**src/rtl/ps2_pkg.sv**
```systemverilog
// Shared types and constants for the PS/2 host transmitter and its receive-side neighbours.
package ps2_pkg;

  typedef enum logic [2:0] {
    ST_IDLE      = 3'd0,
    ST_INHIBIT   = 3'd1,
    ST_RELEASE   = 3'd2,
    ST_SHIFT     = 3'd3,
    ST_WAIT_ACK  = 3'd4,
    ST_WAIT_IDLE = 3'd5
  } tx_state_e;

  localparam int STAT_BUSY = 8;
  localparam int STAT_NACK = 9;
  localparam int STAT_TOUT = 10;

  localparam logic [7:0] CMD_SET_LED = 8'hED;
  localparam logic [7:0] CMD_ENABLE  = 8'hF4;
  localparam logic [7:0] CMD_RESET   = 8'hFF;

  localparam int MAX_RETRIES = 2;

  // Serial order is bit 0 first: D0..D7, odd parity, stop.
  function automatic logic [9:0] build_frame(input logic [7:0] b);
    return {1'b1, ~^b, b};
  endfunction

endpackage

```
**src/rtl/ps2_line_sync.sv**
```systemverilog
// Two-flop synchronisers for the raw PS/2 clock/data lines plus a registered
// falling-edge pulse on the synchronised clock. Lines reset high (bus idle).
module ps2_line_sync (
  input  logic clk,
  input  logic rst,
  input  logic ps2_clk_i,
  input  logic ps2_data_i,
  output logic sync_clk_o,
  output logic sync_data_o,
  output logic fall_o
);

  logic [1:0] clk_sync_q, clk_sync_d;
  logic [1:0] data_sync_q, data_sync_d;
  logic       clk_prev_q, clk_prev_d;
  logic       fall_q, fall_d;

  always_comb begin
    clk_sync_d  = {clk_sync_q[0], ps2_clk_i};
    data_sync_d = {data_sync_q[0], ps2_data_i};
    clk_prev_d  = clk_sync_q[1];
    fall_d      = clk_prev_q & ~clk_sync_q[1];
  end

  always_ff @(posedge clk or posedge rst) begin
    if (rst) begin
      clk_sync_q  <= 2'b11;
      data_sync_q <= 2'b11;
      clk_prev_q  <= 1'b1;
      fall_q      <= 1'b0;
    end else begin
      clk_sync_q  <= clk_sync_d;
      data_sync_q <= data_sync_d;
      clk_prev_q  <= clk_prev_d;
      fall_q      <= fall_d;
    end
  end

  assign sync_clk_o  = clk_sync_q[1];
  assign sync_data_o = data_sync_q[1];
  assign fall_o      = fall_q;

endmodule

```
**src/rtl/ps2_host_tx.sv**
```systemverilog
// Host-to-device PS/2 command transmitter behind an STB/ACK slave port.
// Optional macro PS2_HOST_TX_RESEND_EN: retry a NACKed byte up to MAX_RETRIES times.
//
// state        | meaning
// -------------+----------------------------------------------------------
// ST_IDLE      | lines released, waiting for a command write
// ST_INHIBIT   | clock held low; data pulled low in the last cycle (start)
// ST_RELEASE   | clock released, start bit on data, timeout armed
// ST_SHIFT     | each device clock fall drives the next frame bit
// ST_WAIT_ACK  | lines released, sample device line-ACK on next fall
// ST_WAIT_IDLE | wait for synchronised clock and data both high
module ps2_host_tx
  import ps2_pkg::*;
#(
  parameter int INHIBIT_CYCLES = 5000,
  parameter int TIMEOUT_CYCLES = 1000000
) (
  input  logic        clk,
  input  logic        reset,
  input  logic        STB,
  input  logic        WE,
  input  logic [31:0] DAT_I,
  output logic        ACK,
  output logic [31:0] DAT_O,
  input  logic        ps2_clk_i,
  input  logic        ps2_data_i,
  output logic        ps2_clk_pull,
  output logic        ps2_data_pull,
  output logic        tx_busy
);

  localparam int INH_W  = $clog2(INHIBIT_CYCLES + 1);
  localparam int TOUT_W = $clog2(TIMEOUT_CYCLES + 1);
  localparam logic [INH_W-1:0]  INH_LOAD  = INH_W'(INHIBIT_CYCLES - 1);
  localparam logic [TOUT_W-1:0] TOUT_LOAD = TOUT_W'(TIMEOUT_CYCLES - 1);

  tx_state_e         state_q, state_d;
  logic [7:0]        byte_q, byte_d;
  logic [9:0]        frame_q, frame_d;
  logic [3:0]        bit_cnt_q, bit_cnt_d;
  logic [INH_W-1:0]  inh_cnt_q, inh_cnt_d;
  logic [TOUT_W-1:0] tout_cnt_q, tout_cnt_d;
  logic              clk_pull_q, clk_pull_d;
  logic              data_pull_q, data_pull_d;
  logic              nack_err_q, nack_err_d;
  logic              tout_err_q, tout_err_d;
  logic              ack_q, ack_d;
  logic [31:0]       dat_o_q, dat_o_d;
`ifdef PS2_HOST_TX_RESEND_EN
  logic [1:0]        retry_q, retry_d;
`endif

  logic        sync_clk, sync_data, fall;
  logic        busy, rd_req, wr_accept, running;
  logic [31:0] status;
  logic        unused_dat_hi;

  assign unused_dat_hi = ^DAT_I[31:8];

  ps2_line_sync u_sync (
    .clk         (clk),
    .rst         (reset),
    .ps2_clk_i   (ps2_clk_i),
    .ps2_data_i  (ps2_data_i),
    .sync_clk_o  (sync_clk),
    .sync_data_o (sync_data),
    .fall_o      (fall)
  );

  assign busy      = (state_q != ST_IDLE);
  assign rd_req    = STB & ~WE;
  assign wr_accept = STB & WE & (state_q == ST_IDLE);
  assign running   = (state_q == ST_RELEASE) || (state_q == ST_SHIFT) ||
                     (state_q == ST_WAIT_ACK) || (state_q == ST_WAIT_IDLE);

  always_comb begin
    status            = '0;
    status[7:0]       = byte_q;
    status[STAT_BUSY] = busy;
    status[STAT_NACK] = nack_err_q;
    status[STAT_TOUT] = tout_err_q;
  end

  always_comb begin
    state_d     = state_q;
    byte_d      = byte_q;
    frame_d     = frame_q;
    bit_cnt_d   = bit_cnt_q;
    inh_cnt_d   = inh_cnt_q;
    tout_cnt_d  = tout_cnt_q;
    clk_pull_d  = clk_pull_q;
    data_pull_d = data_pull_q;
    nack_err_d  = nack_err_q;
    tout_err_d  = tout_err_q;
`ifdef PS2_HOST_TX_RESEND_EN
    retry_d     = retry_q;
`endif
    ack_d       = STB;
    dat_o_d     = rd_req ? status : 32'h0;

    // Read-to-clear happens first so a flag raised in the same cycle survives.
    if (rd_req) begin
      nack_err_d = 1'b0;
      tout_err_d = 1'b0;
    end

    case (state_q)
      ST_IDLE: begin
        clk_pull_d  = 1'b0;
        data_pull_d = 1'b0;
        if (wr_accept) begin
          byte_d     = DAT_I[7:0];
          frame_d    = build_frame(DAT_I[7:0]);
          nack_err_d = 1'b0;
          tout_err_d = 1'b0;
          inh_cnt_d  = INH_LOAD;
          clk_pull_d = 1'b1;
          state_d    = ST_INHIBIT;
`ifdef PS2_HOST_TX_RESEND_EN
          retry_d    = 2'd0;
`endif
        end
      end
      ST_INHIBIT: begin
        clk_pull_d = 1'b1;
        if (inh_cnt_q == INH_W'(1)) data_pull_d = 1'b1;
        if (inh_cnt_q == '0) begin
          clk_pull_d  = 1'b0;
          data_pull_d = 1'b1;
          bit_cnt_d   = 4'd0;
          tout_cnt_d  = TOUT_LOAD;
          state_d     = ST_RELEASE;
        end else begin
          inh_cnt_d = inh_cnt_q - INH_W'(1);
        end
      end
      ST_RELEASE: begin
        state_d = ST_SHIFT;
      end
      ST_SHIFT: begin
        if (fall) begin
          data_pull_d = ~frame_q[0];
          frame_d     = {1'b0, frame_q[9:1]};
          bit_cnt_d   = bit_cnt_q + 4'd1;
          if (bit_cnt_q == 4'd9) state_d = ST_WAIT_ACK;
        end
      end
      ST_WAIT_ACK: begin
        if (fall) begin
          if (!sync_data) begin
            state_d = ST_WAIT_IDLE;
          end else begin
`ifdef PS2_HOST_TX_RESEND_EN
            if (retry_q < 2'(MAX_RETRIES)) begin
              retry_d     = retry_q + 2'd1;
              frame_d     = build_frame(byte_q);
              inh_cnt_d   = INH_LOAD;
              clk_pull_d  = 1'b1;
              data_pull_d = 1'b0;
              state_d     = ST_INHIBIT;
            end else begin
              nack_err_d = 1'b1;
              state_d    = ST_WAIT_IDLE;
            end
`else
            nack_err_d = 1'b1;
            state_d    = ST_WAIT_IDLE;
`endif
          end
        end
      end
      ST_WAIT_IDLE: begin
        if (sync_clk && sync_data) state_d = ST_IDLE;
      end
      default: begin
        clk_pull_d  = 1'b0;
        data_pull_d = 1'b0;
        state_d     = ST_IDLE;
      end
    endcase

    // Timeout overrides whatever the frame logic decided this cycle.
    if (running) begin
      if (tout_cnt_q == '0) begin
        tout_err_d  = 1'b1;
        clk_pull_d  = 1'b0;
        data_pull_d = 1'b0;
        state_d     = ST_IDLE;
      end else begin
        tout_cnt_d = tout_cnt_q - TOUT_W'(1);
      end
    end
  end

  always_ff @(posedge clk or posedge reset) begin
    if (reset) begin
      state_q     <= ST_IDLE;
      byte_q      <= 8'h00;
      frame_q     <= 10'h000;
      bit_cnt_q   <= 4'd0;
      inh_cnt_q   <= '0;
      tout_cnt_q  <= '0;
      clk_pull_q  <= 1'b0;
      data_pull_q <= 1'b0;
      nack_err_q  <= 1'b0;
      tout_err_q  <= 1'b0;
      ack_q       <= 1'b0;
      dat_o_q     <= 32'h0;
`ifdef PS2_HOST_TX_RESEND_EN
      retry_q     <= 2'd0;
`endif
    end else begin
      state_q     <= state_d;
      byte_q      <= byte_d;
      frame_q     <= frame_d;
      bit_cnt_q   <= bit_cnt_d;
      inh_cnt_q   <= inh_cnt_d;
      tout_cnt_q  <= tout_cnt_d;
      clk_pull_q  <= clk_pull_d;
      data_pull_q <= data_pull_d;
      nack_err_q  <= nack_err_d;
      tout_err_q  <= tout_err_d;
      ack_q       <= ack_d;
      dat_o_q     <= dat_o_d;
`ifdef PS2_HOST_TX_RESEND_EN
      retry_q     <= retry_d;
`endif
    end
  end

  assign ACK           = ack_q;
  assign DAT_O         = dat_o_q;
  assign ps2_clk_pull  = clk_pull_q;
  assign ps2_data_pull = data_pull_q;
  assign tx_busy       = busy;

endmodule

```
**config.mk**
```make
export PLATFORM = sky130hd
export DESIGN_NAME = ps2_host_tx
export DESIGN_NICKNAME = d
export VERILOG_FILES = /design/src/rtl/ps2_pkg.sv /design/src/rtl/ps2_line_sync.sv /design/src/rtl/ps2_host_tx.sv
export SDC_FILE = /design/constraint.sdc
export NUM_CORES = 1
export LEC_CHECK = 0
export BUFFER_PORTS_ARGS = -buffer_cell sky130_fd_sc_hd__buf_2
export CAP_MARGIN = 15
export CELL_PAD_IN_SITES_DETAIL_PLACEMENT = 0
export CELL_PAD_IN_SITES_GLOBAL_PLACEMENT = 1
export CORE_MARGIN = 4
export CORE_UTILIZATION = 43
export DETAILED_ROUTE_END_ITERATION = 10
export PLACE_DENSITY = 0.86
export SETUP_SLACK_MARGIN = 0.4
export SLEW_MARGIN = 0
export SYNTH_ARGS = -nofsm -noshare
export SYNTH_HDL_FRONTEND = slang
export SYNTH_SLANG_ARGS = --single-unit
```
**constraint.sdc**
```tcl
create_clock -name clk -period 3.5 [get_ports clk]
set_input_delay 0.35 -clock clk [delete_from_list [all_inputs] [get_ports clk]]
set_output_delay 0.35 -clock clk [all_outputs]
set_load 0.05 [all_outputs]
```
==> metrics <==
status finished clean; Post-synth EDFFs 0; area grow syn2layout 8.155%; Final Critical Period 2.684 ns; Syn. warnings 0; Logic pwr share 16.1%; Detailed Place HPWL 5317 um; Synth Flop Type dfrtp_1; placement row count 35; final hold slack 0.06435 ns; Layout Utilization 47.46%; syn_area_per_cell 9.723 um2; drt drc 0; Worst-path clk slew 0.09 ns; Setup Skew 0.009761 ns; GRT overflow 0; Least-Margin Pin Slew 0.6158 ns; leakage power 2.106 nW; Die Area 0.01100 mm2; CTS Sinks 80; global-route usage over all layers 14.73%; Post-Syn Area 0.004035 mm2; crit start category flop; final hold violations 0; Initial DRC Count 125; TNS Setup 0 ns; CP Max Fanout 29; kind of critical path reg -> reg; Die Y 104.9 um; H-tree depth 3; Layout Cell Area excl Fill 0.004364 mm2; power per cell area 485.9 mW/mm2; largest net degree at the start of global routing 81; share of cells above drive strength 1 15.99%; ant diodes 0; CTS Root Cell clkbuf_8; most common cell after layout, fill and taps aside dfrtp_1; routed vias 2940; Clk Latency, worst-skew pair 0.35 ns; VDD IR max 0.0001961 V; post-CTS setup buffers 0; Final ANT Viol Nets 0; number of global-route vias before repair 2828; antenna violations before repair 0; NetSw 685.6 uW; Slew headroom 58.75%; cell count after synthesis 415; Seq pwr share 53.6%; port bufs 28; Hold-fix buffers, CTS 0; Yosys cell types 55; Fmax achieved 372.6 MHz; commonest non-fill, non-tap cells in the layout 75 x dfrtp_1, 42 x nand2_1, 31 x nor2_1, 31 x o21ai_0, 28 x buf_2; # fillers 866; Worst Setup End Kind flop; RSZ-0062 raised after global routing no; Pins Over Slew Limit 0; RePlAce Congestion 0.7846; area of the multi-input gates 0.001802 mm2; cts bufs inserted 9; core box area 0.009196 mm2; Post-synth ARST share 100.0%; clock buffer depth 2; routed wire length 7626 um; worst min-delay path category in -> async; Starting Density 43.88%; Net Sw Frac 32.33%; count of final setup violators 0; Data arrival, critical path 2.93 ns; power share of the clock group 30.3%; DR pass1 iterations 4; first-pass GRT wire length 13370 um; internal power 1.435 mW; Final Cycle Share 76.69%; CTS tree yes; wire per inst 13.74 um; total power 2.121 mW; I/O Pins 74; Max-Cap Viols 0; CP required 3.75 ns; sequential fraction of the synthesis area 49.77%; Synth Register Bits 80; register area 0.002008 mm2; Die Width 104.9 um; CTS resizes 0; Final Net Count 484; drt via density 5.297; DP Area 0.004177 mm2
## power groups by stage
stage	Combinational (mW)	Clock [mW]	Sequential [mW]
2_1_floorplan	0.273	0	1.15
3_3_place_gp	0.333	0	1.15
3_5_place_dp	0.344	0	1.15
4_1_cts	0.346	0.669	1.14
5_1_grt	0.388	0.714	1.15
6_report	0.342	0.642	1.14
## cells in the mapped netlist, types with 6 or more instances
cell type | count | area share [%]
mux2i_1 | 10 | 2.5
nor4_1 | 10 | 1.6
o21ai_0 | 31 | 3.8
xor2_1 | 10 | 2.2
nor3_1 | 15 | 1.9
ha_1 | 7 | 2.2
clkbuf_1 | 11 | 1.0
dfrtp_1 | 75 | 47
inv_1 | 10 | 0.93
nor2_1 | 31 | 2.9
a21oi_1 | 20 | 2.5
or4_1 | 6 | 1.1
nand3_1 | 11 | 1.4
xnor2_1 | 11 | 2.4
buf_4 | 23 | 4.3
and2_1 | 12 | 1.9
nand2_1 | 42 | 3.9
## path summary, 6_finish.rpt
| kind | slack, ns | endpoint | cells past startpoint | start |
|---|---|---|---|---|
| min reg2reg | 0.36 | u_sync.clk_sync_q[1]$_DFF_PP1_ | 0 | u_sync.clk_sync_q[0]$_DFF_PP1_ |
| max reg2reg | 0.82 | tout_cnt_q[15]$_DFF_PP0_ | 6 | tout_cnt_q[8]$_DFF_PP0_ |
| min in group clk | 0.09 | u_sync.clk_sync_q[0]$_DFF_PP1_ | 1 | ps2_clk_i |
| max in group asynchronous | 3.06 | u_sync.data_sync_q[0]$_DFF_PP1_ | 3 | reset |
| min | 0.06 | DAT_O[1]$_DFF_PP0_ | 3 | reset |
| max | 0.82 | tout_cnt_q[15]$_DFF_PP0_ | 6 | tout_cnt_q[8]$_DFF_PP0_ |
## through the flow
step / setup slack [ns] / instances
6_report: 0.8159 / 555
5_1_grt: 0.7209 / 555
4_1_cts: 0.8289 / 555
3_5_place_dp: 0.8362 / 539
3_3_place_gp: 0.8608 / 539
2_1_floorplan: 1.095 / 435
## kinds of logic (layout without fill, tap and decap cells)
logic type / count (synthesis) / after routing / share of synthesized area (%)
buf+inv: 50 / 59 / 7.442
fa+ha+maj: 7 / 7 / 2.170
flops: 80 / 80 / 49.77
mux: 11 / 11 / 2.760
compound gates: 82 / 82 / 12.34
other cells: 1 / 21 / 0.09293
xor+xnor: 21 / 21 / 4.558
simple gates: 163 / 163 / 20.87
## registers in the layout, summed over array words and instances (netlist names)
register            cells
inh_cnt_q              13
u_sync.clk_prev_q       1
DAT_O                  11
frame_q                10
nack_err_q              1
u_sync.clk_sync_q       2
bit_cnt_q               4
u_sync.fall_o           1
tout_err_q              1
byte_q                  8
ACK                     1
tout_cnt_q             20
u_sync.data_sync_q      2
ps2_data_pull           1
ps2_clk_pull            1
state_q                 3
## layout make-up
class | instances | area share (%)
clock buffer | 9 | 2.838
clock inverter | 7 | 1.462
inverter | 10 | 0.8601
multi-input combinational | 305 | 41.28
sequential | 80 | 46.01
tap | 111 | 3.182
timing repair buffer | 33 | 4.358
## critical path, stage by stage, from the launching register on
cell	delay [ns]
dfrtp_1	0.43
or4_1	0.68
or4_4	0.64
o21ai_2	0.19
buf_4	0.29
o21ai_0	0.14
a21o_1	0.20
## layer usage
metal / up-vias / share of wire, % / track usage (%)
met1: 1425 / 49 / 20.27
met2: 50 / 46 / 22.96
met3: 11 / 3.2 / 3.150
met5: - / 0 / 0
li1: 1454 / - / -
met4: 0 / 1.5 / 5.342
Note: power is estimated with default switching activity, not from simulation.
